--- src/rtl/down_counter_timer_pkg.sv ---
// Shared definitions for the down-counter/timer: state encoding and default width.
package down_counter_timer_pkg;

  localparam logic STATE_IDLE = 1'b0;
  localparam logic STATE_RUN  = 1'b1;

  localparam int WIDTH_DEFAULT = 8;

endpackage

--- src/rtl/down_counter_timer.sv ---
// Loadable down-counter/timer with one-shot and auto-reload modes, pause/resume,
// and a registered one-cycle terminal-count pulse.
module down_counter_timer
  import down_counter_timer_pkg::*;
#(
  parameter int WIDTH = WIDTH_DEFAULT
) (
  input  logic             clk,
  input  logic             reset_n,
  input  logic             load,
  input  logic [WIDTH-1:0] load_val,
  input  logic             start,
  input  logic             stop,
  input  logic             auto_reload,
  output logic [WIDTH-1:0] dout,
  output logic             busy,
  output logic             tc
);

  logic             state;
  logic [WIDTH-1:0] reload_reg;

  assign busy = (state == STATE_RUN);

  // Priority per cycle: load > stop > start > count.
  always_ff @(posedge clk or negedge reset_n) begin
    if (!reset_n) begin
      state      <= STATE_IDLE;
      dout       <= '0;
      reload_reg <= '0;
      tc         <= 1'b0;
    end else begin
      tc <= 1'b0;
      if (load) begin
        dout       <= load_val;
        reload_reg <= load_val;
        state      <= STATE_IDLE;
      end else if (stop) begin
        state <= STATE_IDLE;
      end else if (state == STATE_IDLE) begin
        if (start && (dout != '0))
          state <= STATE_RUN;
      end else if (dout > WIDTH'(1)) begin
        dout <= dout - WIDTH'(1);
      end else if (dout == WIDTH'(1)) begin
        tc <= 1'b1;
        // auto_reload is only looked at here, so mid-count changes apply at expiry.
        if (auto_reload && (reload_reg != '0)) begin
          dout <= reload_reg;
        end else begin
          dout  <= '0;
          state <= STATE_IDLE;
        end
      end else begin
        state <= STATE_IDLE;
      end
    end
  end

endmodule

--- config.mk ---
export PLATFORM = sky130hd
export DESIGN_NAME = down_counter_timer
export DESIGN_NICKNAME = d
export VERILOG_FILES = /design/src/rtl/down_counter_timer_pkg.sv /design/src/rtl/down_counter_timer.sv
export SDC_FILE = /design/constraint.sdc
export NUM_CORES = 1
export LEC_CHECK = 0
export BUFFER_PORTS_ARGS = -buffer_cell sky130_fd_sc_hd__buf_2
export CORE_MARGIN = 10
export CORE_UTILIZATION = 55
export CTS_CLUSTER_SIZE = 12
export DETAILED_ROUTE_END_ITERATION = 7
export PLACE_DENSITY_LB_ADDON = 0.1
export REMOVE_ABC_BUFFERS = 1
export SYNTH_ARGS = -nofsm -noshare
export SYNTH_HDL_FRONTEND = slang
export SYNTH_SLANG_ARGS = --single-unit
--- constraint.sdc ---
create_clock -name clk -period 4.35 [get_ports clk]
set_clock_uncertainty 0.1 [all_clocks]
set_input_delay 0.435 -clock clk [delete_from_list [all_inputs] [get_ports clk]]
set_output_delay 0.435 -clock clk [all_outputs]
set_load 0.05 [all_outputs]
==> flow_metrics.tcl, run 1 <==
set metrics [dict create \
    fin_crit_ns 2.13 \
    maxSlewHeadroom 0.697 \
    synth_warnings 0 \
    regArea_sq_um 450 \
    core_area_sq_um 1920 \
    max_cap_violations 0 \
    die_y_um 64.5 \
    crit_required_ns 4.42 \
    antenna_cells 0 \
    synth_flop_cell "dfrtp_1" \
    initial_core_util 0.567 \
    async_flop_share 1.00 \
    power.total_w 0.000403 \
    cts_tree "built" \
    post-route-period-util 0.489 \
    fillers 184 \
    worstMarginPinSlew_ns 0.450 \
    leakage_nw 0.558 \
    io_pins 24 \
    hold_violations 0 \
    yosysMostFrequentCell "dfrtp_1" \
    hpwlAfterDp_mm 1.97 \
    area_growth_pct 14.2 \
    post_synth.cell_area_avg_sq_um 8.79 \
    ant_nets 0 \
    grt_pass1_vias 978 \
    syn-cell-area_sq_um 1090 \
    cts_resized 0 \
    tns_ns 0 \
    wire_per_inst_um 15.4 \
    port_buffers 23 \
    ys_ff_latch 18 \
    ctsHoldBuffers 1 \
    fin_hold_ws_ns 0.195 \
    min_path_type "in2reg" \
    crit_path_start_kind "register" \
    grt.overflow.total 0 \
    grtUsageTotal 0.132 \
    cts.clk_slew.worst_paths_ns 0.09 \
    synth-edff-count 0 \
    maxSlewViolCount 0 \
    violations "DRC" \
    worstSetupPathType "reg2reg" \
    synth_common_cells "18 x dfrtp_1, 17 x nand2_1, 10 x o21ai_0, 9 x inv_1, 8 x nor2_1" \
    insertion_delay_ns 0.29 \
    wl_mm 2.64 \
    drtIter0Drc 61 \
    irDropWorstVdd_mv 0.275 \
    die-area_sq_um 4160 \
    slowest_delay_ns 0.55 \
    ys_types 39 \
    h-tree-depth 1 \
    rsz0062_at_grt "false" \
    multi_input_area_sq_um 579 \
    dieWidth_um 64.5 \
    ys_top_cells_by_area "dfrtp_1 41%, nand2_1 5.9%, o21ai_0 4.6%" \
    synthSimpleGateAreaFrac 0.225 \
    cts_buffer_depth 2 \
    outcome "finished, violations left" \
    clock-sinks 18 \
    synthMuxAreaShare 0.0195 \
    placementRows 16 \
    yosysSeqAreaShare 0.413 \
    fin_util 0.648 \
    cts_setup_buffers 0 \
    dr.pass1.iters 6 \
    grt_first_pass_wirelength_mm 4.53 \
    setup_viol 0 \
    antenna_found_initial 0 \
    gp_congestion 0.891 \
    powerDensity_nw_per_um2 324 \
    fmax_mhz 470 \
    synth_xor_area_frac 0.0161 \
    grt_start_max_net_pins 30 \
    remaining_drc_errors 1 \
    synth_top_cell_area_share 0.413 \
    synthAdderAreaFrac 0.0344 \
    cts_buffers 3 \
    syn_inst 124 \
    crit_chain "inv_1 > ha_1 > nor2_1 > nor4_4 > o32a_1 > mux2i_1 > o31ai_2" \
    via_per_inst 5.91 \
    synth-compound-area-share 0.237 \
    yosysTopAreaCell "dfrtp_1" \
    fin_nets 163 \
    arrival_ns 2.20 \
    vias 1011 \
    end_kind "register" \
    drive_gt1_frac 0.236 \
    synth_top_family_by_area "compound AO/OA/AOI/OAI gates" \
    cts_root_buf "clkbuf_4" \
    critical_path.max_fanout 10 \
    crit_path_top_delay_cell "dfrtp_1" \
]
## power by group
group / internal [W] / leakage (nW) / switching [W]
Combinational: 0.0000406 / 0.323 / 0.0000752
Clock: 0.0000323 / 0.0138 / 0.0000494
Sequential: 0.000182 / 0.221 / 0.0000234
Total: 0.000255 / 0.558 / 0.000148
## worst max-delay path: cells and delay by family (launching register included)
kind                       cells  cell delay [ns]
muxes                          1             0.16
DFF                            1             0.55
and+or+nand+nor                2             0.35
buffers and inverters          1             0.12
AOI/OAI and AO/OA              2             0.42
adders and majority gates      1             0.30
## per-layer routing
| metal | GRT usage | up-vias | wire, um |
|---|---|---|---|
| met5 | 0 | - | 0 |
| met4 | 0.0642 | 0 | 48 |
| met3 | 0.0361 | 6 | 162 |
| met2 | 0.207 | 33 | 1190 |
| met1 | 0.163 | 477 | 1230 |
| li1 | - | 495 | - |
## worst paths after layout
check | startpoint | end | slack (ns) | cells after the start
hold reg to reg | reload_reg[0] | reload_reg[0] | 0.48 | 2
hold / removal | stop | busy | 0.19 | 2
min in group asynchronous | reset_n | reload_reg[0] | 0.49 | 2
setup / recovery | dout[0] | dout[5] | 2.22 | 7
setup reg to reg | dout[0] | dout[5] | 2.22 | 7
max in group asynchronous | reset_n | dout[4] | 3.37 | 2
## cell families (layout without fill, tap and decap cells)
kind of cell               after synthesis  after routing
AOI/OAI and AO/OA                       37             37
xor gates and xnor gates                 2              2
adders and majority gates                3              3
buffers and inverters                   16             36
DFF                                     18             18
muxes                                    2              2
and+or+nand+nor                         46             46
## through the flow
| step | worst slack (ns) | cell area, sq um | cells |
|---|---|---|---|
| after global placement | 2.30 | 1210 | 167 |
| final | 2.22 | 1240 | 171 |
| after global routing | 2.05 | 1240 | 171 |
| after floorplan | 2.11 | 1060 | 117 |
| after detailed placement | 2.26 | 1210 | 167 |
| after CTS | 2.23 | 1240 | 171 |
## cell type report
cell class | count | area share
Sequential cell | 18 | 0.362
Tap cell | 27 | 0.0271
Timing Repair Buffer | 24 | 0.101
Clock buffer | 3 | 0.0181
Multi-Input combinational cell | 90 | 0.465
Inverter | 9 | 0.0271
## cells in the final DEF (no fill, tap or decap), drive strengths merged
cell and instances:
a211oi 1, a21boi 1, a21oi 5, a221o 1, a221oi 2, a22oi 2
a311oi 1, a31o 1, a31oi 2, a32oi 2, and2 1, buf 23
clkbuf 3, dfrtp 18, dlygate4sd3 1, ha 3, inv 9, mux2 1
mux2i 1, nand2 17, nand2b 1, nand3 4, nand3b 1, nor2 8
nor3 4, nor3b 1, nor4 6, o21ai 11, o21ba 1, o21bai 2
o31a 1, o31ai 3, o32a 1, or3 1, or4 1, or4b 1
xnor2 2
Power figures use the tool's default switching activity.
==> run 2: changes to the inputs <==
--- a/config.mk
+++ b/config.mk
@@ -7,7 +7,7 @@
 export LEC_CHECK = 0
 export BUFFER_PORTS_ARGS = -buffer_cell sky130_fd_sc_hd__buf_2
 export CORE_MARGIN = 10
-export CORE_UTILIZATION = 55
+export CORE_UTILIZATION = 47
 export CTS_CLUSTER_SIZE = 12
 export DETAILED_ROUTE_END_ITERATION = 7
 export PLACE_DENSITY_LB_ADDON = 0.1
==> constraint.sdc (replaced) <==
create_clock -name clk -period 1.9 [get_ports clk]
set_clock_uncertainty 0.1 [all_clocks]
set_input_delay 0.19 -clock clk [delete_from_list [all_inputs] [get_ports clk]]
set_output_delay 0.19 -clock clk [all_outputs]
set_load 0.05 [all_outputs]
==> run 2 against run 1 <==
  * The flow finishes with violations (setup timing)
  * Worst hold slack got worse by 0.18 ns
  * First-iteration DRC count grew 28%
  * Critical path depth fell by 3
  * Clock power is 140% higher
  * Non-clock buffer count rose by 17
  * Final area rose by 14%
  * Power is 150% higher
  * Wire length up 23%
  * Critical path type unchanged
==> flow_metrics.tcl, run 2 (synthesis gave the netlist of run 1 again) <==
set metrics [dict create \
    grt_start_max_net_pins 30 \
    critPathTopFamily "simple AND/OR/NAND/NOR gates" \
    grt_first_pass_wirelength_mm 5.38 \
    cts_buffers 3 \
    cts_buffer_depth 2 \
    hpwlAfterDp_mm 2.39 \
    max_cap_violations 0 \
    vias 1099 \
    worstMarginPinSlew_ns 0.478 \
    core_area_sq_um 2210 \
    crit_path_top_delay_cell "or4_4" \
    irDropWorstVdd_mv 0.519 \
    power.total_w 0.00100 \
    ant_nets 0 \
    dr.pass1.iters 4 \
    crit_chain "or4_4 > or4b_4 > o21ai_2 > a221o_1" \
    r2r_start "dout[2]" \
    gp_congestion 0.901 \
    rsz0062_at_grt "true" \
    post-route-period-util 1.02 \
    critical_path.max_fanout 4 \
    io_pins 24 \
    grt.overflow.total 0 \
    cts.clk_slew.worst_paths_ns 0.10 \
    outcome "finished, violations left" \
    violations "setup timing" \
    cts_tree "built" \
    wl_mm 3.23 \
    drive_gt1_frac 0.360 \
    worstSetupPathType "reg2reg" \
    hold_violations 0 \
    finalNonFillerCells 189 \
    antenna_found_initial 0 \
    die_y_um 68.2 \
    fin_hold_ws_ns 0.0146 \
    fmax_mhz 514 \
    grt_pass1_vias 1099 \
    fillers 207 \
    dpl_cell_area_sq_um 1330 \
    worst_slack_ns -0.0440 \
    slowest_delay_ns 0.59 \
    area_growth_pct 30.4 \
    powerDensity_nw_per_um2 704 \
    insertion_delay_ns 0.30 \
    via_per_inst 5.81 \
    fin_nets 180 \
    crit_path_start_kind "register" \
    setup_viol 2 \
    placementRows 17 \
    arrival_ns 2.09 \
    end_kind "register" \
    place_inst 183 \
    fin_crit_ns 1.94 \
    grtUsageTotal 0.150 \
    initial_core_util 0.493 \
    die-area_sq_um 4650 \
    cts_root_buf "clkbuf_4" \
    wire_per_inst_um 17.1 \
    leakage_nw 0.651 \
    antenna_cells 0 \
    port_buffers 23 \
    tns_ns -0.0621 \
    final_cell_mix "23 x buf_2, 18 x dfrtp_1, 16 x nand2_1" \
    clock-sinks 18 \
    min_path_type "in2reg" \
    critPathLaunch "dout[2]" \
    drtIter0Drc 78 \
    maxSlewHeadroom 0.681 \
    h-tree-depth 1 \
    dieWidth_um 68.2 \
    final_common_cell "buf_2" \
    final_cell_area_sq_um 1420 \
    hp-start "load_val[0]" \
    crit_required_ns 2.04 \
    crit_buf_inv 0 \
    maxSlewViolCount 0 \
    remaining_drc_errors 0 \
]
run 2: worst paths after layout:
path                            slack (ns)       endpoint  cells past startpoint
worst max-delay path                 -0.04        dout[2]                      4
min in group asynchronous             0.25        dout[0]                      2
worst min register to register        0.47  reload_reg[4]                      2
worst max register to register       -0.04        dout[2]                      4
worst min-delay path                  0.01        dout[0]                      3
max in group asynchronous             1.14             tc                      2
run 2: power by group:
part	total [W]	internal, W	switching [W]
sequential	0.000458	0.000417	0.0000409
combinational	0.000350	0.000137	0.000214
clock	0.000192	0.0000738	0.000118
total	0.00100	0.000627	0.000373
run 2: what timing repair did:
action	CTS	global route
hold endpoints to repair	19	0
gates resized for setup	3	6
pin swaps	7	8
endpoints found under the setup margin	7	9
setup buffers	1	0
hold buffers	2	0
run 2: layer usage:
| metal | vias up | wire length (um) | part of all wire | global-route usage |
|---|---|---|---|---|
| met5 | - | 0 | 0 | 0 |
| met4 | 0 | 25 | 0.0077 | 0.0528 |
| met3 | 4 | 281 | 0.087 | 0.0424 |
| met2 | 37 | 1480 | 0.46 | 0.235 |
| met1 | 529 | 1440 | 0.45 | 0.194 |
| li1 | 529 | - | - | - |
run 2: final cells by class:
class                      instances  area [sq um]  area share
multi-input combinational         90           621       0.437
sequential                        18           450       0.317
timing repair buffer              41           259       0.182
tap                               28          35.0      0.0246
inverter                           9          33.8      0.0238
clock buffer                       3          22.5      0.0158
run 2: worst register-to-register path, cell delays in order, from the launching register on:
cell and delay, ns:
dfrtp_1 0.41, or4_4 0.59, or4b_4 0.52, o21ai_2 0.12, a221o_1 0.15
run 2: per-stage QoR:
| step | util | setup WS (ns) |
|---|---|---|
| finish | 0.643 | -0.0440 |
| global route | 0.643 | -0.108 |
| CTS | 0.628 | -0.0321 |
| detailed placement | 0.600 | -0.0696 |
| global placement | 0.600 | -0.0171 |
| floorplan | - | -0.341 |
==> run 3: changes to the inputs <==
--- a/config.mk
+++ b/config.mk
@@ -11,7 +11,7 @@
 export CTS_CLUSTER_SIZE = 12
 export DETAILED_ROUTE_END_ITERATION = 7
 export PLACE_DENSITY_LB_ADDON = 0.1
-export REMOVE_ABC_BUFFERS = 1
 export SYNTH_ARGS = -nofsm -noshare
 export SYNTH_HDL_FRONTEND = slang
 export SYNTH_SLANG_ARGS = --single-unit
+export TNS_END_PERCENT = 20
==> run 3 against run 2 <==
  * The flow still finishes with violations (setup timing)
  * First-iteration DRC count rose by 17%
  * Die area did not move
  * Power rose by 4.6%
  * Count of clock-buffer cells in the layout rose by 1
  * Final cell count fell by 0.53%
  * Largest cell class unchanged
  * Non-clock buffer count fell by 2
==> flow_metrics.tcl, run 3 (synthesis gave the netlist of run 1 again) <==
set metrics [dict create \
    violations "setup timing" \
    antenna_found_initial 0 \
    remaining_drc_errors 0 \
    final_cell_mix "23 x buf_2, 17 x nand2_1, 13 x buf_4" \
    end_kind "register" \
    tns_ns -0.490 \
    worstMarginPinSlew_ns 0.441 \
    cts_buffer_depth 2 \
    grtUsageTotal 0.143 \
    worstSetupPathType "reg2reg" \
    powerDensity_nw_per_um2 744 \
    hp-start "load_val[6]" \
    setup_viol 9 \
    antenna_cells 0 \
    crit_required_ns 2.03 \
    worst_slack_ns -0.0986 \
    drtIter0Drc 91 \
    critical_path.max_fanout 4 \
    dr.pass1.iters 4 \
    place_inst 181 \
    ff2ff_setup_slack_ns -0.1 \
    cts_tree "built" \
    cts_root_buf "clkbuf_4" \
    core_area_sq_um 2210 \
    maxSlewHeadroom 0.706 \
    io_pins 24 \
    final_common_cell "buf_2" \
    crit_path_top_delay_cell "or4_4" \
    cts_buffers 3 \
    drive_gt1_frac 0.369 \
    final_cell_area_sq_um 1410 \
    ff2ff_path_depth 6 \
    crit_chain "or4_4 > nor4_4 > buf_4 > buf_6 > a32oi_1 > a22oi_1" \
    leakage_nw 0.637 \
    port_buffers 23 \
    wire_per_inst_um 16.4 \
    hpwlAfterDp_mm 2.32 \
    max_cap_violations 0 \
    hold_end "reload_reg[6]" \
    ant_nets 0 \
    insertion_delay_ns 0.31 \
    initial_core_util 0.493 \
    r2r_end "dout[3]" \
    hold_violations 0 \
    area_growth_pct 28.9 \
    grt_start_max_net_pins 30 \
    min_path_type "in2reg" \
    slowest_delay_ns 0.59 \
    grt_pass1_vias 1068 \
    post-route-period-util 1.05 \
    dieWidth_um 68.2 \
    cts.clk_slew.worst_paths_ns 0.11 \
    gp_congestion 0.931 \
    irDropWorstVdd_mv 0.491 \
    vias 1091 \
    r2r_start "dout[2]" \
    grt.overflow.total 0 \
    outcome "finished, violations left" \
    fin_nets 178 \
    syn_nets 141 \
    h-tree-depth 1 \
    crit_path_start_kind "register" \
    clock-sinks 18 \
    maxSlewViolCount 0 \
    dpl_cell_area_sq_um 1330 \
    die-area_sq_um 4650 \
    placementRows 17 \
    grt_first_pass_wirelength_mm 5.11 \
    holdPathStages 3 \
    arrival_ns 2.13 \
    fin_hold_ws_ns 0.00292 \
    via_per_inst 5.80 \
    die_y_um 68.2 \
    fin_crit_ns 2.00 \
    rsz0062_at_grt "true" \
    fmax_mhz 500 \
    finalNonFillerCells 188 \
    wl_mm 3.08 \
    post-place-ws_ns -0.0557 \
]
[run 3: where the power goes]
| group | internal (W) | switching (W) | total (W) |
|---|---|---|---|
| Sequential | 0.000419 | 0.0000423 | 0.000462 |
| Combinational | 0.000130 | 0.000205 | 0.000335 |
| Clock | 0.000117 | 0.000132 | 0.000249 |
| Total | 0.000666 | 0.000379 | 0.00105 |
[run 3: through the flow]
| stage | total power (W) | utilization |
|---|---|---|
| finish | 0.00105 | 0.635 |
| global placement | 0.000788 | 0.601 |
| global route | 0.00110 | 0.635 |
| CTS | 0.00104 | 0.630 |
| detailed placement | 0.000794 | 0.601 |
| floorplan | 0.000678 | - |
[run 3: layer usage]
metal / GRT usage / vias to the layer above / share of wire
met4: 0.0653 / 0 / 0.021
met2: 0.233 / 45 / 0.47
met1: 0.178 / 511 / 0.43
li1: - / 526 / -
met5: 0 / - / 0
met3: 0.0294 / 9 / 0.079
[run 3: worst max-delay path by stage]
stage	from	end	cells after the start	slack (ns)
after CTS	dout[2]	dout[5]	5	-0.08
final	dout[2]	dout[3]	6	-0.1
after floorplan	dout[2]	dout[2]	4	-0.14
after global placement	dout[2]	dout[5]	5	-0.03
after global routing	dout[2]	dout[4]	6	-0.16
after detailed placement	dout[2]	dout[5]	5	-0.06
[run 3: what timing repair did]
| item | in CTS | in global routing |
|---|---|---|
| hold buffers | 2 | 0 |
| setup buffers | 0 | 1 |
| hold endpoints to repair | 19 | 0 |
| resized for setup | 2 | 1 |
| cloned | 0 | 0 |
| pin swaps | 3 | 2 |
| setup endpoints to repair | 6 | 10 |
[run 3: area by class of cell]
| class | instances | area, sq um |
|---|---|---|
| tap | 28 | 35.0 |
| clock buffer | 4 | 36.3 |
| fill | 197 | 807 |
| timing repair buffer | 39 | 244 |
| inverter | 9 | 33.8 |
| multi-input combinational | 90 | 598 |
| sequential | 18 | 458 |
[run 3: critical path: cells and delay by family (launching register included)]
family / cells / cell delay [ns]
buffers and inverters: 2 / 0.27
AND/OR/NAND/NOR: 2 / 0.85
flip-flops: 1 / 0.45
AO/OA/AOI/OAI: 2 / 0.25
